`src/rtl/mpc_dot_acc_sat_if.sv`:
```
// Operand-tag / product / result bundle between the MPC multiplier, the
// dot-product accumulator and its consumer.
interface mpc_dot_acc_sat_if #(
    parameter int unsigned P_W   = 30,
    parameter int unsigned OUT_W = 21
) ();
    logic                    in_valid;
    logic                    in_last;
    logic signed [P_W-1:0]   p;
    logic                    out_valid;
    logic signed [OUT_W-1:0] out_data;
    logic                    out_sat;
    logic                    out_cnt_err;

    modport master (
        output in_valid, in_last, p,
        input  out_valid, out_data, out_sat, out_cnt_err
    );

    modport slave (
        input  in_valid, in_last, p,
        output out_valid, out_data, out_sat, out_cnt_err
    );
endinterface

```
`src/rtl/mpc_dot_acc_sat.sv`:
```
// Dot-product accumulator behind the 21s x 9s multiplier: latency-matched tag
// line, wrapping accumulate, then round-half-up, rescale and saturate to 21 bits.
module mpc_dot_acc_sat #(
    parameter int unsigned P_W        = 30,
    parameter int unsigned OUT_W      = 21,
    parameter int unsigned ACC_W      = 36,
    parameter int unsigned MUL_LAT    = 3,
    parameter int unsigned FRAC_SHIFT = 8,
    parameter int unsigned MAX_TERMS  = 64
) (
    input  logic               clk,
    input  logic               rst,
    input  logic               ce,
    mpc_dot_acc_sat_if.slave   bus
);

    localparam int unsigned CNT_W = $clog2(MAX_TERMS + 2);
    localparam int unsigned R_W   = ACC_W + 1 - FRAC_SHIFT;

    localparam logic [ACC_W:0]          RND_HALF = (ACC_W+1)'(2 ** (FRAC_SHIFT - 1));
    localparam logic signed [R_W-1:0]   MAX_R    = R_W'((2 ** (OUT_W - 1)) - 1);
    localparam logic signed [R_W-1:0]   MIN_R    = ~MAX_R;
    localparam logic signed [OUT_W-1:0] MAX_OUT  = {1'b0, {(OUT_W-1){1'b1}}};
    localparam logic signed [OUT_W-1:0] MIN_OUT  = {1'b1, {(OUT_W-1){1'b0}}};
    localparam logic [CNT_W-1:0]        CNT_MAX  = CNT_W'(MAX_TERMS);
    localparam logic [CNT_W-1:0]        CNT_TOP  = CNT_W'(MAX_TERMS + 1);

    logic [MUL_LAT-1:0]      vt_q, vt_d, lt_q, lt_d;
    logic signed [ACC_W-1:0] acc_q, acc_d;
    logic [CNT_W-1:0]        cnt_q, cnt_d;
    logic                    first_q, first_d;
    logic                    err_q, err_d;
    logic signed [ACC_W-1:0] fin_sum_q, fin_sum_d;
    logic                    fin_err_q, fin_err_d;
    logic                    fin_v_q, fin_v_d;
    logic                    out_valid_q, out_valid_d;
    logic signed [OUT_W-1:0] out_data_q, out_data_d;
    logic                    out_sat_q, out_sat_d;
    logic                    out_cnt_err_q, out_cnt_err_d;

    logic                    al_v_c, al_l_c;
    logic signed [ACC_W-1:0] p_ext_c, acc_next_c;
    logic [CNT_W-1:0]        cnt_next_c;
    logic                    err_next_c;
    logic [ACC_W:0]          rnd_sum_c;
    logic signed [R_W-1:0]   rnd_c;
    logic                    sat_hi_c, sat_lo_c;
    logic signed [OUT_W-1:0] clip_c;

    // Tag delay line; only ce edges advance it, mirroring the multiplier pipe
    always_comb begin
        vt_d = vt_q;
        lt_d = lt_q;
        if (ce) begin
            vt_d[0] = bus.in_valid;
            lt_d[0] = bus.in_valid & bus.in_last;
            for (int unsigned k = 1; k < MUL_LAT; k++) begin
                vt_d[k] = vt_q[k-1];
                lt_d[k] = lt_q[k-1];
            end
        end
    end

    assign al_v_c = vt_q[MUL_LAT-1];
    assign al_l_c = lt_q[MUL_LAT-1];

    // Per-term arithmetic; count saturates one past the limit so it cannot wrap
    always_comb begin
        p_ext_c    = {{(ACC_W-P_W){bus.p[P_W-1]}}, bus.p};
        acc_next_c = (first_q ? '0 : acc_q) + p_ext_c;
        if (first_q)
            cnt_next_c = CNT_W'(1);
        else if (cnt_q == CNT_TOP)
            cnt_next_c = cnt_q;
        else
            cnt_next_c = cnt_q + CNT_W'(1);
        err_next_c = (first_q ? 1'b0 : err_q) | (cnt_next_c > CNT_MAX);
    end

    // Round half toward +inf, rescale by taking the upper bits, then clip
    always_comb begin
        rnd_sum_c = {fin_sum_q[ACC_W-1], fin_sum_q} + RND_HALF;
        rnd_c     = rnd_sum_c[ACC_W:FRAC_SHIFT];
        sat_hi_c  = rnd_c > MAX_R;
        sat_lo_c  = rnd_c < MIN_R;
        if (sat_hi_c)
            clip_c = MAX_OUT;
        else if (sat_lo_c)
            clip_c = MIN_OUT;
        else
            clip_c = rnd_c[OUT_W-1:0];
    end

    always_comb begin
        acc_d         = acc_q;
        cnt_d         = cnt_q;
        first_d       = first_q;
        err_d         = err_q;
        fin_sum_d     = fin_sum_q;
        fin_err_d     = fin_err_q;
        fin_v_d       = fin_v_q;
        out_valid_d   = out_valid_q;
        out_data_d    = out_data_q;
        out_sat_d     = out_sat_q;
        out_cnt_err_d = out_cnt_err_q;
        if (ce) begin
            fin_v_d = 1'b0;
            if (al_v_c) begin
                acc_d   = acc_next_c;
                cnt_d   = cnt_next_c;
                first_d = al_l_c;
                err_d   = al_l_c ? 1'b0 : err_next_c;
                if (al_l_c) begin
                    fin_sum_d = acc_next_c;
                    fin_err_d = err_next_c;
                    fin_v_d   = 1'b1;
                end
            end
            out_valid_d = fin_v_q;
            if (fin_v_q) begin
                out_data_d    = clip_c;
                out_sat_d     = sat_hi_c | sat_lo_c;
                out_cnt_err_d = fin_err_q;
            end
        end
    end

    always_ff @(posedge clk) begin
        if (!rst) begin
            vt_q          <= '0;
            lt_q          <= '0;
            acc_q         <= '0;
            cnt_q         <= '0;
            first_q       <= 1'b1;
            err_q         <= 1'b0;
            fin_sum_q     <= '0;
            fin_err_q     <= 1'b0;
            fin_v_q       <= 1'b0;
            out_valid_q   <= 1'b0;
            out_data_q    <= '0;
            out_sat_q     <= 1'b0;
            out_cnt_err_q <= 1'b0;
        end else begin
            vt_q          <= vt_d;
            lt_q          <= lt_d;
            acc_q         <= acc_d;
            cnt_q         <= cnt_d;
            first_q       <= first_d;
            err_q         <= err_d;
            fin_sum_q     <= fin_sum_d;
            fin_err_q     <= fin_err_d;
            fin_v_q       <= fin_v_d;
            out_valid_q   <= out_valid_d;
            out_data_q    <= out_data_d;
            out_sat_q     <= out_sat_d;
            out_cnt_err_q <= out_cnt_err_d;
        end
    end

    assign bus.out_valid   = out_valid_q;
    assign bus.out_data    = out_data_q;
    assign bus.out_sat     = out_sat_q;
    assign bus.out_cnt_err = out_cnt_err_q;

endmodule

```
`src/flat_wrapper.sv`:
```
// flat-port wrapper written by rule: the top's interface ports become plain ports
module mpc_dot_acc_sat_flat 
#(
    parameter int unsigned P_W        = 30,
    parameter int unsigned OUT_W      = 21,
    parameter int unsigned ACC_W      = 36,
    parameter int unsigned MUL_LAT    = 3,
    parameter int unsigned FRAC_SHIFT = 8,
    parameter int unsigned MAX_TERMS  = 64
)
  (clk, rst, ce, bus_in_valid, bus_in_last, bus_p, bus_out_valid, bus_out_data, bus_out_sat, bus_out_cnt_err);
  mpc_dot_acc_sat_if #(.P_W(P_W), .OUT_W(OUT_W)) bus_i ();
  input  logic clk;
  input  logic rst;
  input  logic ce;
  input wire logic [$bits(bus_i.in_valid)-1:0] bus_in_valid;
  input wire logic [$bits(bus_i.in_last)-1:0] bus_in_last;
  input wire logic [$bits(bus_i.p)-1:0] bus_p;
  output wire logic [$bits(bus_i.out_valid)-1:0] bus_out_valid;
  output wire logic [$bits(bus_i.out_data)-1:0] bus_out_data;
  output wire logic [$bits(bus_i.out_sat)-1:0] bus_out_sat;
  output wire logic [$bits(bus_i.out_cnt_err)-1:0] bus_out_cnt_err;
  assign bus_i.in_valid = bus_in_valid;
  assign bus_i.in_last = bus_in_last;
  assign bus_i.p = bus_p;
  assign bus_out_valid = bus_i.out_valid;
  assign bus_out_data = bus_i.out_data;
  assign bus_out_sat = bus_i.out_sat;
  assign bus_out_cnt_err = bus_i.out_cnt_err;
  mpc_dot_acc_sat #(.P_W(P_W), .OUT_W(OUT_W), .ACC_W(ACC_W), .MUL_LAT(MUL_LAT), .FRAC_SHIFT(FRAC_SHIFT), .MAX_TERMS(MAX_TERMS)) u_core (.clk(clk), .rst(rst), .ce(ce), .bus(bus_i));
endmodule
```
`config.mk`:
```
export PLATFORM = sky130hd
export DESIGN_NAME = mpc_dot_acc_sat_flat
export DESIGN_NICKNAME = d
export VERILOG_FILES = /design/src/rtl/mpc_dot_acc_sat_if.sv /design/src/rtl/mpc_dot_acc_sat.sv /design/src/flat_wrapper.sv
export SDC_FILE = /design/constraint.sdc
export NUM_CORES = 1
export LEC_CHECK = 0
export CORE_ASPECT_RATIO = 1.25
export CORE_MARGIN = 3
export CORE_UTILIZATION = 28
export DETAILED_ROUTE_END_ITERATION = 12
export GPL_TIMING_DRIVEN = 0
export PLACE_DENSITY_LB_ADDON = 0.05
export SYNTH_ARGS = -nofsm -noshare
export SYNTH_HDL_FRONTEND = slang
export SYNTH_SLANG_ARGS = --single-unit
```
`constraint.sdc`:
```
create_clock -name clk -period 3.2 [get_ports clk]
set_clock_uncertainty 0.1 [all_clocks]
set_input_delay 0.32 -clock clk [delete_from_list [all_inputs] [get_ports clk]]
set_output_delay 0.32 -clock clk [all_outputs]
set_load 0.02 [all_outputs]
```
# --- Yosys cells after proc, flatten, opt, wreduce, memory -nomap -nowiden ---
# Index checks and enable logic that the tools add are counted.
word_totals:
  regBits: 113
  memories: 0
  wordCells: 35
  latchBits: 0
  ram_bits: 0
  rom_bits: 0
op_classes:
  shift: 0
  n_addsub: 3
  multipliers: 0
  eq_ne: 1
  n_bitwise: 3
  n_div: 0
  n_lt_le_gt_ge: 3
  n_mux: 9
  n_reduce_logical: 3
op_table:
  columns: ["operator", "n"]
  rows:
  - ["$mux 21", 2]
  - ["$add 36x9->37 const B", 1]
  - ["$add 36x36->36", 1]
  - ["$mux 36", 1]
  - ["$gt 29x21->1 const B", 1]
  - ["$lt 29x21->1 const B", 1]
  - ["$mux 7", 2]
  - ["$add 7x1->7 const B", 1]
  - ["$eq 7x7->1 const B", 1]
  - ["$gt 7x7->1 const B", 1]
  - ["$mux 1", 4]
  - ["$reduce_and 2->1", 2]
  - ["$reduce_and 3->1", 1]
  - ["$or 1x1->1", 2]
  - ["$and 1x1->1", 1]

# --- Longest topological paths before layout ---
# Gate-level depths: netlist of run 1.
logic_depth:
  depth_word: 6
  mapped_depth: 13

# --- Worst setup path before layout of run 1 ---
# Ideal clock, no wire load.
synth_timing:
  path_type: "register to register"
  startpoint: "register u_core.first_q"
  endpoint: "register u_core.acc_q[35]"
  required_time_ps: 2983
  period_less_slack_ps: 3200
  setup_ps: 117
  setup_slack_ps: 0
  path_stages_with_launch: 14
  n_path_buf: 2
  t_arrival_ps: 2983
  path_cell_list: "dfxtp_1 -> clkbuf_1 -> nor2b_1 -> ha_1 -> buf_2 -> a21o_1 -> a21oi_2 -> nor3b_1 -> or3_1 -> or3_1 -> o21a_1 -> a311oi_1 -> a2111oi_1 -> a32o_1"
synth_between:
  elab_chain_len: 2
synth_lines:
  columns: ["element", "line", "rtl"]
  rows:
  - ["from (decl)", "mpc_dot_acc_sat.sv:31", "logic first_q, first_d;"]
  - ["from (signal assigned)", "mpc_dot_acc_sat.sv:148", "first_q <= first_d;"]
  - ["$mux 36", "mpc_dot_acc_sat.sv:70", "acc_next_c = (first_q ? '0 : acc_q) + p_ext_c;"]
  - ["$add 36x36->36", "mpc_dot_acc_sat.sv:70", null]
  - ["to (signal assigned)", "mpc_dot_acc_sat.sv:132", "acc_q <= '0;"]
  - ["to (signal assigned)", "mpc_dot_acc_sat.sv:146", "acc_q <= acc_d;"]
  - ["to (decl)", "mpc_dot_acc_sat.sv:29", "logic signed [ACC_W-1:0] acc_q, acc_d;"]
# Every way passes these cells.
# A chain may end at the register's enable or synchronous reset.

# --- Worst setup path after layout of run 1 ---
# Ends and elaborated chain as after synthesis.

==> impl_results.md, run 1 <==
* Status: finished, final reports clean
* Tmin final at 3.15 ns
* FMAX at 0.317 GHz
* Mapped Cells at 873
* Antenna Violating Nets Remaining at 0
* Vias in the first global route at 6480
* Nets at 1038
* Vias post-DR at 6511
* Ys flop type: dfxtp_1
* Total chip power at 2.79 mW
* CP Buf/Inv Count at 2
* Clk Latency, worst-skew pair at 0.37 ns
* Slew @ Worst Pin at 0.953 ns
* Final Cycle Share at 98.5%
* Hold_buf cts at 0
* Syn_area_per_cell at 7.74 sq um
* Crit-path cells: clkbuf_16 > nor2b_2 > ha_2 > o211ai_1 > a21o_1 > o31a_4 > a2111oi_4 > buf_4 > o21a_1 > a311oi_2 > a2111oi_2 > a32o_1
* CTS Buf Count at 9
* Placed cell count at 1251
* Routed len/inst at 18.4 microns
* RePlAce Congestion at 0.817
* Setup violators final at 0
* Distinct cells, synth at 68
* Worst Setup End Kind: flip-flop
* Ports at 59
* Cell Area, Synth at 6760 sq um
* Asr flop ratio synth at 0%
* First-pass GRT wire length at 37000 microns
* Startpoint types: flip-flop
* First DRT Iteration DRCs at 317
* Clock root cell: clkbuf_16
* HPWL after DPL at 17800 microns
* H-tree level count at 3
* Die X-Extent at 145 microns
* Slew margin rel. at 36.5%
* Design Area, Final at 8670 sq um
* Final hold vios at 0
* Wirelength, routed at 23700 microns
* Synth top area share at 31.4%
* CTS tree: done
* CTS sink count at 106
* Share of cells above drive strength 1 at 11.7%
* GR Util All Layers at 17.8%
* # diodes at 0
* Die Ht at 180 microns
* Maximum clock path buffer count at 2
* Hold Path Class: flip-flop to flip-flop
* Final non-filler cell total at 1289
* Filler cells at 2508
* Max Cap Violations at 0
* Power per cell area at 321 nW/um^2
* Drt drc at 0
* Register area share after synthesis at 31.4%
* RSZ-0062 raised after global routing: true
* CP delay by family, top: compound AO/OA/AOI/OAI gates
* Initial antenna violation count at 0
* Worst setup margin at 0.0487 ns
* Leakage power at 3.19 nW
* Core Rows at 62
* Synth warn at 0
* Largest net degree at the start of global routing at 19
* Crit-path max cell delay at 0.43 ns
* Worst vdd ir at 265 uV
* Number of synthesized flops with an enable pin at 0
* GR Overflow Total at 0
* Starting Density at 28.9%
* Maximum fanout along the worst path at 5
* CTS clk-pin slew, worst paths at 0.08 ns
* DIE AREA at 26000 sq um
* Placed inst area at 7740 sq um
* WP data arrival at 3.36 ns
* Crit path required time at 3.41 ns
* Max Slew Vio Count at 0
* Synth area leaders: dfxtp_1, ha_1, a21oi_1
* Slowest cell on the critical path: dfxtp_4
* Initial DRT Pass Iterations at 4
* Post-Syn Nets at 947
* WS Path Type: flip-flop to flip-flop
* Post-synthesis register bit count at 106
* Core area at 23300 sq um
* Yosys top cell by area: dfxtp_1
* Area growth syn-to-layout at 28.4%
* Setup WS pre-CTS at -1.00 ns
* Port Buffers at 58
* Routed vias/inst at 5.05
==> what timing repair did <==
action / 4_1_cts / 5_1_grt
gates resized for setup: 52 / 42
pin swaps: 22 / 22
setup endpoints to repair: 56 / 26
buffers inserted: 15 / 9
hold endpoints to repair: 0 / 0
==> flip-flops by register name (all words and copies together), names as in the netlist <==
register	count
u_core.err_q	1
u_core.bus.out_valid	1
u_core.fin_v_q	1
u_core.acc_q	36
u_core.first_q	1
u_core.fin_sum_q	29
u_core.vt_q	3
u_core.fin_err_q	1
u_core.bus.out_cnt_err	1
u_core.cnt_q	7
u_core.bus.out_data	21
u_core.lt_q	3
u_core.bus.out_sat	1
==> logic make-up after synthesis <==
logic type | share of synthesized area, %
AND/OR/NAND/NOR | 25.9
multiplexers | 1.19
XOR/XNOR | 6.09
buffers and inverters | 3.39
AO/OA/AOI/OAI | 24.7
adder cells (fa/ha/maj) | 7.33
flip-flops | 31.4
==> worst reg2reg max path, delay by kind of cell (launching register included) <==
kind | cells | cell delay [ns]
buffers and inverters | 2 | 0.37
flip-flops | 1 | 0.43
AND/OR/NAND/NOR | 1 | 0.04
AO/OA/AOI/OAI | 8 | 1.79
adder cells (fa/ha/maj) | 1 | 0.36
==> per-stage QoR <==
stage	TNS, ns	hold slack [ns]	util [%]
global route	-0.209	0.374	37.1
finish	0	0.352	37.1
detailed placement	-31.94	0.344	33.1
CTS	-0.0153	0.354	36.0
floorplan	0	0.327	-
global placement	-29.95	0.336	33.1
==> report_power, final <==
group          switching (mW)  leakage (nW)  internal (mW)
Combinational           0.151          2.18          0.101
Sequential            0.00344         0.854           1.32
Clock                   0.566         0.153          0.643
==> synth_stat cells, types with 4 or more instances <==
cell and instances:
a21o_1 20, o21ai_0 55, o211ai_1 5, or3_1 13, inv_1 8, dfxtp_1 106, ha_1 38, buf_2 6
clkbuf_1 35, and4_1 6, nand2_1 103, a211oi_1 18, a31oi_1 8, nor2_1 75, and3_1 11, and2_1 9
xor2_1 12, a21oi_1 92, buf_1 10, xnor2_1 35, o21a_1 11, mux2i_1 8, nand2b_1 13, o21bai_1 4
nand4_1 15, nor2b_1 39, a211o_1 4, nor3_1 9, nor4_1 5, nand3_1 39
==> layer usage <==
metal	wire length, microns	global-route usage, %	vias up
li1	-	-	3333
met4	213	3.23	0
met2	12000	32.4	119
met5	0	0	-
met1	10800	22.8	3045
met3	706	2.34	14
==> layout make-up <==
| type | instances | area (sq um) | area share [%] |
|---|---|---|---|
| buffer | 49 | 262 | 3.02 |
| clock buffer | 11 | 243 | 2.80 |
| clock inverter | 5 | 67.6 | 0.779 |
| inverter | 8 | 30.0 | 0.346 |
| multi-input combinational | 708 | 4780 | 55.1 |
| sequential | 106 | 2130 | 24.5 |
| tap | 320 | 400 | 4.62 |
| timing repair buffer | 82 | 764 | 8.82 |
==> placed cells by master (no fill, tap or decap), types with 4 or more instances in the layout <==
master / synthesis / layout
a211o_1: 4 / 4
a211oi_1: 18 / 17
a21o_1: 20 / 20
a21oi_1: 92 / 84
a21oi_2: 1 / 6
a31oi_1: 8 / 5
and2_1: 9 / 9
and3_1: 11 / 11
and4_1: 6 / 6
buf_1: 10 / 10
buf_2: 6 / 6
buf_4: 0 / 23
clkbuf_1: 35 / 30
clkbuf_16: 0 / 11
clkdlybuf4s50_1: 0 / 58
dfxtp_1: 106 / 105
ha_1: 38 / 29
ha_2: 0 / 4
ha_4: 0 / 5
inv_1: 8 / 8
mux2i_1: 8 / 8
nand2_1: 103 / 103
nand2b_1: 13 / 13
nand3_1: 39 / 38
nand4_1: 15 / 15
nor2_1: 75 / 73
nor2b_1: 39 / 33
nor3_1: 9 / 9
nor4_1: 5 / 4
o211ai_1: 5 / 5
o21a_1: 11 / 11
o21ai_0: 55 / 52
o21bai_1: 4 / 4
or3_1: 13 / 10
xnor2_1: 35 / 33
xor2_1: 12 / 11
==> final timing paths <==
path                     from          endpoint  slack, ns  cells past startpoint
max            u_core.first_q  u_core.acc_q[35]       0.05                     12
min          u_core.acc_q[29]  u_core.acc_q[29]       0.35                      2
max reg2reg    u_core.first_q  u_core.acc_q[35]       0.05                     12
min reg2reg  u_core.acc_q[29]  u_core.acc_q[29]       0.35                      2
No activity file was read; power rests on OpenSTA's default activity.
==> run 2: changes to the inputs <==
--- a/config.mk
+++ b/config.mk
@@ -6,10 +6,9 @@
 export NUM_CORES = 1
 export LEC_CHECK = 0
 export CORE_ASPECT_RATIO = 1.25
-export CORE_MARGIN = 3
+export CORE_MARGIN = 5
 export CORE_UTILIZATION = 28
 export DETAILED_ROUTE_END_ITERATION = 12
-export GPL_TIMING_DRIVEN = 0
 export PLACE_DENSITY_LB_ADDON = 0.05
 export SYNTH_ARGS = -nofsm -noshare
 export SYNTH_HDL_FRONTEND = slang
==> run 2 against run 1 <==
Compared with the run above:
- the run now ends with setup timing left
- first-iteration DRC count shrank 17%
- die area up 5.0%
- worst hold slack lost 0.098 ns
- non-clock buffer count increased by 28
- power is 0.38% higher
- final cell count is 2.6% higher
- utilization hardly changed
- maximum frequency is 2.3% lower
- largest cell class unchanged
- largest power group unchanged
- highest routed layer unchanged
==> impl_results.md, run 2 (same netlist as run 1, synthesis figures left out) <==
* Status: finished with violations
* Failing checks: setup timing
* GR Overflow Total at 0
* CTS tree: done
* Max Cap Violations at 0
* R2r endpoint: u_core.fin_sum_q[33]
* H-tree level count at 3
* Initial DRT Pass Iterations at 4
* Final hold vios at 0
* WS Path Type: flip-flop to flip-flop
* Crit-path max cell delay at 0.40 ns
* Maximum fanout along the worst path at 5
* First DRT Iteration DRCs at 264
* FMAX at 0.310 GHz
* Max Slew Vio Count at 0
* Vias post-DR at 6638
* Placed cell count at 1304
* Core area at 23700 sq um
* Core Rows at 63
* Setup violators final at 1
* CTS clk-pin slew, worst paths at 0.08 ns
* Final non-filler cell total at 1322
* Leakage power at 3.39 nW
* CTS sink count at 106
* Port Buffers at 58
* Clk Latency, worst-skew pair at 0.36 ns
* Worst setup margin at -0.0253 ns
* Total chip power at 2.80 mW
* Power per cell area at 317 nW/um^2
* GR Util All Layers at 15.2%
* Maximum clock path buffer count at 2
* Tmin final at 3.23 ns
* Hold_buf cts at 0
* Routed vias/inst at 5.02
* Min-delay src: rst
* Crit path required time at 3.34 ns
* Hold Path Class: primary input to flip-flop
* RePlAce Congestion at 0.843
* HPWL after DPL at 15700 microns
* Most flop-heavy register: u_core.acc_q
* Wirelength, routed at 21000 microns
* Commonest cells after routing, fill and taps aside: dfxtp_1, nand2_1, buf_4
* Startpoint types: flip-flop
* Nets at 1066
* Slew margin rel. at 56.2%
* Drt drc at 0
* Setup TNS at -0.0253 ns
* Max FFs per register at 36
* Most used cell, CP: a211o_1
* Starting Density at 28.5%
* Hold path endpoint: u_core.acc_q[27]
* Die Ht at 184 microns
* Antenna Violating Nets Remaining at 0
* Slowest cell on the critical path: dfxtp_4
* RSZ-0062 raised after global routing: true
* DIE AREA at 27400 sq um
* Setup WS pre-CTS at -0.277 ns
* Worst Setup End Kind: flip-flop
* First-pass GRT wire length at 33900 microns
* Reg2reg start: u_core.first_q
* Die X-Extent at 149 microns
* Largest net degree at the start of global routing at 57
* Routed len/inst at 15.9 microns
* WP data arrival at 3.37 ns
* Commonest non-fill, non-tap cell in the layout: dfxtp_1
* Final Cycle Share at 101%
* Hold Crit Depth at 3
* CTS Buf Count at 9
* Slew @ Worst Pin at 0.656 ns
* Vias in the first global route at 6473
* Area growth syn-to-layout at 30.5%
* # diodes at 0
* Ports at 59
* R2R depth at 12
* Worst vdd ir at 305 uV
* Flop-to-flop setup slack at -0.03 ns
* Crit-path cells: buf_6 > nor2b_4 > ha_4 > a211o_1 > o211ai_1 > a21o_1 > o31a_4 > a2111oi_4 > buf_4 > o22ai_4 > o31a_1 > a211o_1
* Clock root cell: clkbuf_16
* Initial antenna violation count at 0
* Share of cells above drive strength 1 at 16.2%
## run 2: changes by cell type in the layout (fill, tap and decap cells not counted), moves of 3 or more
cell	previous run	this run
nor2b_1	33	36
ha_4	5	1
or3_1	10	13
buf_2	6	1
buf_1	10	0
buf_4	23	97
ha_1	29	35
or3_4	3	0
a21oi_2	6	9
clkbuf_1	30	0
a21oi_4	3	0
o21ai_0	52	55
## run 2: layout make-up
type                    count  area (sq um)
fillers                  2487         14900
multi-input cells         708          4580
flip-flops and latches    106          2130
repair buffers            159          1360
well taps                 325           407
clock buffers               9           225
clock inverters             7          91.3
inverters                   8          30.0
## run 2: routing by layer
layer  wire length [microns]  vias to the layer above  GRT usage (%)
li1                        -                     3398              -
met1                   10500                     3102           21.7
met2                    9510                      124           24.4
met3                     802                       14           1.95
met4                     212                        0           3.52
met5                       0                        -              0
## run 2: worst max path at each step
| stage | start | endpoint | cells after the start |
|---|---|---|---|
| 5_1_grt | u_core.first_q | u_core.fin_sum_q[33] | 12 |
| 3_5_place_dp | bus_p[1] | u_core.acc_q[35] | 12 |
| 2_1_floorplan | u_core.first_q | u_core.fin_sum_q[32] | 13 |
| 6_report | u_core.first_q | u_core.fin_sum_q[33] | 12 |
| 3_3_place_gp | bus_p[0] | u_core.acc_q[32] | 13 |
| 4_1_cts | u_core.first_q | u_core.acc_q[35] | 12 |
## run 2: what timing repair did
item | in CTS | in global routing
setup buffers | 0 | 2
endpoints found under the setup margin | 45 | 47
gates resized for setup | 14 | 25
pin swaps | 2 | 16
## run 2: metrics by stage
stage          util (%)  area (sq um)  hold WS, ns
5_1_grt            37.1          8810        0.279
3_3_place_gp       35.0          8290        0.336
6_report           37.1          8810        0.254
3_5_place_dp       35.0          8290        0.340
4_1_cts            36.6          8670        0.235
2_1_floorplan         -          6760        0.327
## run 2: report_power, final
group / switching, mW / internal (mW)
Combinational: 0.132 / 0.115
Clock: 0.595 / 0.630
Sequential: 0.00313 / 1.32
## run 2: critical path: cells and delay by family, from the launching register on
family	cells	cell delay [ns]
adders and majority gates	1	0.26
and+or+nand+nor	1	0.05
buffers and inverters	2	0.35
DFF	1	0.40
AOI/OAI and AO/OA	8	1.94
==> run 3: changes to the inputs <==
--- a/config.mk
+++ b/config.mk
@@ -9,6 +9,7 @@
 export CORE_MARGIN = 5
 export CORE_UTILIZATION = 28
 export DETAILED_ROUTE_END_ITERATION = 12
+export HOLD_SLACK_MARGIN = 0.15
 export PLACE_DENSITY_LB_ADDON = 0.05
 export SYNTH_ARGS = -nofsm -noshare
 export SYNTH_HDL_FRONTEND = slang
==> results of run 3 <==
Final layout, timing and power as in run 2 (identical DEF).
